## src/rtl/jump_target_encoder_if.sv

```systemverilog
// Request/response bundle for jump_target_encoder: request handshake with jump operands,
// result handshake with the encoded word, plus flush and the fault counter.
interface jump_target_encoder_if #(
    parameter int CNT_W = 16
);
    logic             flush_i;
    logic             req_valid_i;
    logic             req_ready_o;
    logic [31:0]      target_i;
    logic [31:0]      pc_plus4_i;
    logic             link_i;
    logic             rsp_valid_o;
    logic             rsp_ready_i;
    logic [31:0]      instr_o;
    logic [1:0]       fault_o;
    logic [CNT_W-1:0] fault_cnt_o;

    // Requester / consumer side
    modport master (
        output flush_i, req_valid_i, target_i, pc_plus4_i, link_i, rsp_ready_i,
        input  req_ready_o, rsp_valid_o, instr_o, fault_o, fault_cnt_o
    );

    // Encoder side
    modport slave (
        input  flush_i, req_valid_i, target_i, pc_plus4_i, link_i, rsp_ready_i,
        output req_ready_o, rsp_valid_o, instr_o, fault_o, fault_cnt_o
    );
endinterface

```

## src/rtl/jump_target_encoder.sv

```systemverilog
// Encodes a jump target into a J/JAL word with alignment/region checks, buffered in an
// in-order result FIFO. Optional saturating fault counter: JUMP_ENC_FAULT_CNT_EN.
module jump_target_encoder #(
    parameter logic [5:0] OPC_J   = 6'b000010,
    parameter logic [5:0] OPC_JAL = 6'b000011,
    parameter int         DEPTH   = 4,
    parameter int         CNT_W   = 16
) (
    input  logic                   clk_i,
    input  logic                   rst_i,
    jump_target_encoder_if.slave   bus
);
    localparam int AW = $clog2(DEPTH);

    typedef enum logic [1:0] {
        ST_EMPTY = 2'd0,
        ST_PART  = 2'd1,
        ST_FULL  = 2'd2
    } occ_state_e;

    occ_state_e    state_q, state_d;
    logic [AW:0]   occ_q, occ_d;
    logic [AW-1:0] wr_ptr_q, wr_ptr_d;
    logic [AW-1:0] rd_ptr_q, rd_ptr_d;

    logic [31:0]   instr_mem [DEPTH];
    logic [1:0]    fault_mem [DEPTH];

    logic          push, pop, accept;
    logic [1:0]    enc_fault;
    logic [31:0]   enc_instr;

    // Only the region nibble of PC+4 takes part in the check.
    logic          unused_pc_bits;
    assign unused_pc_bits = ^bus.pc_plus4_i[27:0];

    // Encode path
    assign enc_fault[0] = (bus.target_i[1:0] != 2'b00);
    assign enc_fault[1] = (bus.target_i[31:28] != bus.pc_plus4_i[31:28]);
    assign enc_instr    = (|enc_fault) ? 32'h0
                        : {(bus.link_i ? OPC_JAL : OPC_J), bus.target_i[27:2]};

    // Ready comes straight from the registered state, never from rsp_ready_i.
    assign bus.req_ready_o = (state_q != ST_FULL);
    assign bus.rsp_valid_o = (state_q != ST_EMPTY);

    assign accept = bus.req_valid_i && bus.req_ready_o && !bus.flush_i;
    assign push   = accept;
    assign pop    = bus.rsp_valid_o && bus.rsp_ready_i && !bus.flush_i;

    assign bus.instr_o = bus.rsp_valid_o ? instr_mem[rd_ptr_q] : 32'h0;
    assign bus.fault_o = bus.rsp_valid_o ? fault_mem[rd_ptr_q] : 2'b00;

    always_comb begin
        state_d  = state_q;
        occ_d    = occ_q;
        wr_ptr_d = wr_ptr_q;
        rd_ptr_d = rd_ptr_q;
        if (bus.flush_i) begin
            state_d  = ST_EMPTY;
            occ_d    = '0;
            wr_ptr_d = '0;
            rd_ptr_d = '0;
        end else begin
            if (push) wr_ptr_d = wr_ptr_q + AW'(1);
            if (pop)  rd_ptr_d = rd_ptr_q + AW'(1);
            if (push && !pop)      occ_d = occ_q + (AW+1)'(1);
            else if (pop && !push) occ_d = occ_q - (AW+1)'(1);
            unique case (state_q)
                ST_EMPTY: if (push) state_d = ST_PART;
                ST_PART: begin
                    if (push && !pop && (occ_q == (AW+1)'(DEPTH - 1)))
                        state_d = ST_FULL;
                    else if (pop && !push && (occ_q == (AW+1)'(1)))
                        state_d = ST_EMPTY;
                end
                ST_FULL:  if (pop && !push) state_d = ST_PART;
                default:  state_d = ST_EMPTY;
            endcase
        end
    end

    always_ff @(posedge clk_i or negedge rst_i) begin
        if (!rst_i) begin
            state_q  <= ST_EMPTY;
            occ_q    <= '0;
            wr_ptr_q <= '0;
            rd_ptr_q <= '0;
        end else begin
            state_q  <= state_d;
            occ_q    <= occ_d;
            wr_ptr_q <= wr_ptr_d;
            rd_ptr_q <= rd_ptr_d;
        end
    end

    // Storage needs no reset: contents are only visible while rsp_valid_o is high.
    always_ff @(posedge clk_i) begin
        if (push) begin
            instr_mem[wr_ptr_q] <= enc_instr;
            fault_mem[wr_ptr_q] <= enc_fault;
        end
    end

`ifdef JUMP_ENC_FAULT_CNT_EN
    logic [CNT_W-1:0] fault_cnt_q, fault_cnt_d;

    always_comb begin
        fault_cnt_d = fault_cnt_q;
        if (accept && (|enc_fault) && !(&fault_cnt_q))
            fault_cnt_d = fault_cnt_q + CNT_W'(1);
    end

    always_ff @(posedge clk_i or negedge rst_i) begin
        if (!rst_i) fault_cnt_q <= '0;
        else        fault_cnt_q <= fault_cnt_d;
    end

    assign bus.fault_cnt_o = fault_cnt_q;
`else
    assign bus.fault_cnt_o = '0;
`endif

endmodule

```

## src/flat_wrapper.sv

```systemverilog
// flat-port wrapper written by rule: the top's interface ports become plain ports
module jump_target_encoder_flat 
#(
    parameter logic [5:0] OPC_J   = 6'b000010,
    parameter logic [5:0] OPC_JAL = 6'b000011,
    parameter int         DEPTH   = 4,
    parameter int         CNT_W   = 16
)
  (clk_i, rst_i, bus_flush_i, bus_req_valid_i, bus_target_i, bus_pc_plus4_i, bus_link_i, bus_rsp_ready_i, bus_req_ready_o, bus_rsp_valid_o, bus_instr_o, bus_fault_o, bus_fault_cnt_o);
  jump_target_encoder_if #(.CNT_W(CNT_W)) bus_i ();
  input  logic clk_i;
  input  logic rst_i;
  input wire logic [$bits(bus_i.flush_i)-1:0] bus_flush_i;
  input wire logic [$bits(bus_i.req_valid_i)-1:0] bus_req_valid_i;
  input wire logic [$bits(bus_i.target_i)-1:0] bus_target_i;
  input wire logic [$bits(bus_i.pc_plus4_i)-1:0] bus_pc_plus4_i;
  input wire logic [$bits(bus_i.link_i)-1:0] bus_link_i;
  input wire logic [$bits(bus_i.rsp_ready_i)-1:0] bus_rsp_ready_i;
  output wire logic [$bits(bus_i.req_ready_o)-1:0] bus_req_ready_o;
  output wire logic [$bits(bus_i.rsp_valid_o)-1:0] bus_rsp_valid_o;
  output wire logic [$bits(bus_i.instr_o)-1:0] bus_instr_o;
  output wire logic [$bits(bus_i.fault_o)-1:0] bus_fault_o;
  output wire logic [$bits(bus_i.fault_cnt_o)-1:0] bus_fault_cnt_o;
  assign bus_i.flush_i = bus_flush_i;
  assign bus_i.req_valid_i = bus_req_valid_i;
  assign bus_i.target_i = bus_target_i;
  assign bus_i.pc_plus4_i = bus_pc_plus4_i;
  assign bus_i.link_i = bus_link_i;
  assign bus_i.rsp_ready_i = bus_rsp_ready_i;
  assign bus_req_ready_o = bus_i.req_ready_o;
  assign bus_rsp_valid_o = bus_i.rsp_valid_o;
  assign bus_instr_o = bus_i.instr_o;
  assign bus_fault_o = bus_i.fault_o;
  assign bus_fault_cnt_o = bus_i.fault_cnt_o;
  jump_target_encoder #(.OPC_J(OPC_J), .OPC_JAL(OPC_JAL), .DEPTH(DEPTH), .CNT_W(CNT_W)) u_core (.clk_i(clk_i), .rst_i(rst_i), .bus(bus_i));
endmodule
```

## config.mk

```make
export PLATFORM = sky130hd
export DESIGN_NAME = jump_target_encoder_flat
export DESIGN_NICKNAME = d
export VERILOG_FILES = /design/src/rtl/jump_target_encoder_if.sv /design/src/rtl/jump_target_encoder.sv /design/src/flat_wrapper.sv
export SDC_FILE = /design/constraint.sdc
export NUM_CORES = 1
export LEC_CHECK = 0
export CELL_PAD_IN_SITES_DETAIL_PLACEMENT = 1
export CELL_PAD_IN_SITES_GLOBAL_PLACEMENT = 1
export CORE_ASPECT_RATIO = 0.7
export CORE_MARGIN = 4
export CORE_UTILIZATION = 45
export DETAILED_ROUTE_END_ITERATION = 6
export PLACE_DENSITY = 0.92
export SLEW_MARGIN = 20
export SYNTH_ARGS = -nofsm -noshare
export SYNTH_HDL_FRONTEND = slang
export SYNTH_SLANG_ARGS = --single-unit
```

## constraint.sdc

```tcl
create_clock -name clk_i -period 3.7 [get_ports clk_i]
set_clock_uncertainty 0.1 [all_clocks]
set_input_delay 0.555 -clock clk_i [delete_from_list [all_inputs] [get_ports clk_i]]
set_output_delay 0.555 -clock clk_i [all_outputs]
set_load 0.005 [all_outputs]
```

## Word-level counts from Yosys, hierarchy flattened

Memories as Yosys holds them, arrays and structs flattened.
Cells that the tools add are included.

- Equality and inequality tests: 9
- $add $sub $neg: 4
- Reductions and logical operators: 19
- Muxes and demuxes: 19

Operator list:

| operator | count |
|---|---|
| 2-to-1 mux 32 bit | 2 |
| 2-to-1 mux 2 bit | 10 |
| 2-to-1 mux 3 bit | 3 |
| logical AND 1 bit | 8 |
| nonzero test 2 bit | 4 |
| inequality test 3 x 2 -> 1 bit (second input constant) | 2 |
| case mux 2 bit (3 select lines) | 1 |
| adder 2 x 1 -> 2 bit (second input constant) | 2 |
| inequality test 4 x 2 -> 1 bit (second input constant) | 1 |
| inequality test 4 bit | 1 |
| adder 3 x 1 -> 3 bit (second input constant) | 1 |
| == test 3 x 1 -> 1 bit (second input constant) | 1 |
| == test 3 x 2 -> 1 bit (second input constant) | 1 |
| zero test 1 bit | 3 |
| 2-to-1 mux 1 bit | 3 |
| AND reduction 3 bit | 1 |
| nonzero test 3 bit | 1 |
| subtractor 3 x 1 -> 3 bit (second input constant) | 1 |
| == test 2 x 1 -> 1 bit (second input constant) | 1 |
| == test 2 bit (second input constant) | 1 |
| zero test 2 bit | 1 |
| inequality test 2 bit (second input constant) | 1 |
| OR reduction 2 bit | 1 |

- Input bits: 70
- Bits in registers: 9
- Output and inout port bits: 52
- Memories: 2
- Memory bits (writable): 136

Memory list:

| name | words | width | read ports | clocked after Yosys merged registers in | wr ports | line | source |
|---|---|---|---|---|---|---|---|
| u_core.instr_mem | 4 | 32 | 1 | 0 | 1 | jump_target_encoder.sv:26 | `logic [31:0] instr_mem [DEPTH];` |
| u_core.fault_mem | 4 | 2 | 1 | 0 | 1 | jump_target_encoder.sv:27 | `logic [1:0] fault_mem [DEPTH];` |

## Longest topological paths before layout

- Word-level depth: 10
- Gate-level depth with buffers: 6

## Least setup slack after synthesis

Ideal clock, no wire load.

- Path type: in2reg
- From: input port bus_flush_i
- To: memory u_core.fault_mem[0][0], enable pin
- Setup slack: 1.472 ns
- Buffers on the path: 1
- Data arrival time: 1.739 ns
- Required time: 3.210 ns
- Cell stages on the path: 4
- Setup time: 0.390 ns
- Path through: clkbuf_2 inv_1 and3_1 and2_1

- Longest elaborated chain between the ends: 4

RTL lines:

| element | line | source |
|---|---|---|
| start: declaration | flat_wrapper.sv:13 | `input wire logic [$bits(bus_i.flush_i)-1:0] bus_flush_i;` |
| zero test 1 bit | jump_target_encoder.sv:47 | `assign accept = bus.req_valid_i && bus.req_ready_o && !bus.flush_i;` |
| logical AND 1 bit | jump_target_encoder.sv:47 |  |
| 2-to-1 mux 1 bit | jump_target_encoder.sv:99 | `if (push) begin` |
| 2-to-1 mux 1 bit (not written as such) | jump_target_encoder.sv:101 | `fault_mem[wr_ptr_q] <= enc_fault;` |
| end: declaration | jump_target_encoder.sv:27 |  |

No other way between the ends.

## Worst setup path after layout

- From: register u_core.rd_ptr_q[0]
- To: output port bus_instr_o[24]

- Longest elaborated chain between the ends: 2

RTL lines:

| element | line | source |
|---|---|---|
| start: declaration | jump_target_encoder.sv:24 | `logic [AW-1:0] rd_ptr_q, rd_ptr_d;` |
| start signal: assignment | jump_target_encoder.sv:93 | `rd_ptr_q <= rd_ptr_d;` |
| memory (4 x 32 bit) | - |  |
| 2-to-1 mux 32 bit | jump_target_encoder.sv:51 | `assign bus.instr_o = bus.rsp_valid_o ? instr_mem[rd_ptr_q] : 32'h0;` |
| end: declaration | flat_wrapper.sv:21 | `output wire logic [$bits(bus_i.instr_o)-1:0] bus_instr_o;` |

No other way between the ends.

==> results list <==
* Result of the run: complete, no violations
* Number of antenna violations at the first check in global routing: 0
- The tree is rooted in a clkbuf_16.
- Most instantiated flip-flop cell in the synthesis netlist: edfxtp_1
- Clock H-tree levels: 4
* Vias in the first global route: 3318
- In the synthesized netlist, the number of instances is 317.
* Actual slew at the worst max-slew pin: 0.869 ns
- Counting cells, the worst reg-to-reg path comes to 3.
- Counting flops with an async set or reset pin after synthesis yields a share of between 6 and 7%.
- Clock group share of total power: 47.6%
* Syn. warnings: 0
- Summing the sequential cell areas from Yosys gives approximately 69% of the chip area.
* Minimum setup slack in the final design: between 0.5 and 0.6 ns
- Die Y: slightly above 100 µm
* Total of endpoints with negative setup slack in the final report: 0
* GRT Resource Usage Total: between 10% and 20%
- Antenna Cells: 0
- The initial utilization of the core area, before any placement, comes to between 40% and 50%.
- The number of different library cells used by synthesis comes to 34.
- During I/O placement, the number of pins put on the boundary was 122.
* Wire length of the first global-routing pass: roughly 19000 µm
* Startpoint type of the worst setup path: flip-flop
* Critical path start-end classification: reg -> out
- Once the clock tree was built, the resizer swapped 0 gates to a different size.
- Pin count of the biggest net entering global routing: 33
- Count of antenna-violating nets left after detailed routing: 0
* Relative contribution of combinational cells to total power: under 10%
- Routability-driven placement finished with a final weighted congestion of around 0.75.
* Max Transition Viols Final: 0
- Top cell type by total area after synthesis: edfxtp_1
- Syn-to-layout area delta: 25.4%
* Number of enable-type register cells in the synthesized netlist: 120
* Leading cell type by number of instances after synthesis: edfxtp_1
- CTS Buf Count: 17
- The wire-length estimate of the detail-placed layout is ~7500 µm.
- In the final layout, the share of cells above drive strength 1 is 17.7%.
- Hold_buf cts: 0
- The cell area that synthesis handed to floorplanning was ~0.0056 mm².
- Share of Yosys cell area claimed by the top area cell type: between 60% and 70%
- The detailed router finished its first iteration with 187 violations.
- Setup repair after global routing left no endpoint under its margin.
- After detailed routing, the number of vias per cell comes to about 5.3.
- Die outline area: between 0.01 and 0.015 mm²
- Net load switching power: between 0.7 and 0.8 mW
- Synthesis inferred 129 register bits.
- Hold Violations, Final: 0
- The filler cells instantiated in the layout total 1083.
* Count of max-cap constraint violations: 0
- CP max stage cell: dfrtp_2
- Buffers added to address setup during post-CTS repair amount to 0.
- The most critical setup path has its startpoint at u_core.rd_ptr_q[0]$_DFFE_PN0P_.
- Final wirelength: about 12000 µm
* TritonCTS clock tree: built
- Clock-pin slew was measured on the worst setup and hold paths at ~0.06 ns.
* Pwr/cell area: 518 mW/mm²
- Headroom to the max-slew limit came out at between 40% and 50%.
* # DRC: 0
* CTS max path bufs: 2
* Leakage: around 2.5 nW
- Standard cell core area: 0.0119 mm²
- Top cells by area, synth: edfxtp_1, mux4_2, and2_1, dfrtp_1, buf_4
- Largest driver fanout on the critical path: 22
* Total congestion overflow: 0
- The startpoint identified for the worst register-to-register timing path is u_core.state_q[0]$_DFFE_PN0P_.
* Critical path required time: 3.04 ns
* Number of nets at the end of the flow: about 470
- Sequential cells burn 45.3% of the power.
* Die outline width: 141 µm
- The signal on the critical path passes through buf_12 > mux4_2 > and2_1 > clkdlybuf4s50_1.
* Portion of the clock cycle consumed by the worst path in the final layout: roughly 84%
- Worst Hold Class: in -> async
- Data on the critical path arrives at its endpoint at 2.46 ns.
* Proportion of total power due to net switching: about a fifth
- The floorplan has 33 rows.
- Post-synthesis average cell area: approximately 18 µm²
* PortBufs: 73
- IR drop worst, VDD: 0.338 mV
* TritonRoute pass-1 iters: 4
- The commonest cells after synthesis are edfxtp_1, and2_1, mux4_2.
- STA classifies the critical path endpoint as an output pin.
- Clock latency on the worst-skew pair, taken at its later pin, is between 0.4 and 0.5 ns.
- Fmax: 321 MHz
- After routing, the total negative slack on setup checks comes to 0 ns.
- After layout, the minimum clock period comes to ~3.1 ns.
- Worst slack after detailed placement: 0.836 ns
- Sinks on Clock Net: ~130
- On the worst path, the slowest cell contributes a delay of ~0.6 ns.
- Detailed-route via count: slightly below 3000
* Internal power: between 2 and 3 mW
- Routed len/inst: 21.2 µm
state kept, by name (all words and copies together), names as in the netlist:
name	flops
u_core.fault_mem	8
u_core.state_q	2
u_core.occ_q	3
u_core.instr_mem	112
u_core.rd_ptr_q	2
u_core.wr_ptr_q	2
worst max-delay path: cells and delay by family, from the launching register on:
family                 cells  cell delay (ns)
buffers and inverters      2             0.71
flip-flops                 1             0.61
multiplexers               1             0.53
AND/OR/NAND/NOR            1             0.18
logic make-up after synthesis:
| kind of cell | Yosys count | synth area share, % |
|---|---|---|
| multiplexers | 33 | 12.7 |
| buffers and inverters | 43 | 4.77 |
| AO/OA/AOI/OAI | 11 | 1.44 |
| XOR/XNOR | 8 | 1.26 |
| flip-flops | 129 | 68.8 |
| adder cells (fa/ha/maj) | 8 | 1.80 |
| other | 1 | 0.0674 |
| AND/OR/NAND/NOR | 84 | 9.20 |
stage by stage:
| step | hold WS [ns] | cells | cell area, µm² | total power, mW | utilization, % |
|---|---|---|---|---|---|
| 2_1_floorplan | 0.159 | 336 | 5640 | 1.82 | - |
| 3_3_place_gp | 0.442 | 532 | 6360 | 1.91 | 53.5 |
| 3_5_place_dp | 0.475 | 532 | 6360 | 1.92 | 53.5 |
| 4_1_cts | 0.347 | 564 | 6980 | 3.65 | 58.7 |
| 5_1_grt | 0.369 | 564 | 6980 | 3.74 | 58.7 |
| 6_report | 0.351 | 564 | 6980 | 3.61 | 58.7 |
final timing paths:
path                            slack, ns                                 to
worst max-delay path                 0.58                    bus_instr_o[24]
worst min-delay path                 0.35      u_core.state_q[0]$_DFFE_PN0P_
worst max register to register       1.51  u_core.instr_mem[2][14]$_DFFE_PP_
worst min register to register       0.48     u_core.wr_ptr_q[1]$_DFFE_PN0P_
max in group asynchronous            2.82     u_core.rd_ptr_q[0]$_DFFE_PN0P_
min in group clk_i                   0.48     u_core.wr_ptr_q[1]$_DFFE_PN0P_
layout make-up:
| type | count | area [µm²] | area share [%] |
|---|---|---|---|
| repair buffers | 75 | 758 | 10.9 |
| clock inverters | 14 | 190 | 2.72 |
| inverters | 7 | 26.3 | 0.376 |
| multi-input cells | 164 | 1550 | 22.2 |
| flip-flops and latches | 129 | 3830 | 54.9 |
| well taps | 157 | 196 | 2.81 |
| clock buffers | 18 | 429 | 6.15 |
power groups by stage:
stage	Sequential [mW]	Combinational (mW)	Clock [mW]
finish	1.64	0.254	1.72
global route	1.64	0.278	1.82
CTS	1.64	0.260	1.75
detailed placement	1.67	0.255	0
global placement	1.66	0.242	0
floorplan	1.65	0.165	0
placed cells by master (no fill, tap or decap), types with 3 or more instances in the layout:
master | synthesis | final
and2_2 | 0 | 4
clkdlybuf4s50_1 | 0 | 73
and2_1 | 61 | 57
clkinvlp_4 | 0 | 6
a21oi_1 | 3 | 3
mux2i_1 | 3 | 3
dfrtp_1 | 9 | 7
ha_1 | 8 | 8
bufinv_16 | 0 | 4
conb_1 | 1 | 20
nor2_1 | 8 | 7
xnor2_1 | 6 | 6
clkbuf_16 | 0 | 17
mux4_2 | 30 | 30
inv_1 | 7 | 7
nand2_1 | 4 | 4
edfxtp_1 | 120 | 120
metal layers:
metal	track usage, %	wire (µm)	vias to the layer above	share of wire [%]
met5	0	0	-	0
met4	5.14	99	0	0.83
met3	5.74	896	10	7.5
met2	30.6	6040	137	51
met1	22.0	4930	1517	41
li1	-	-	1311	-
(Power assumes the default switching activity.)
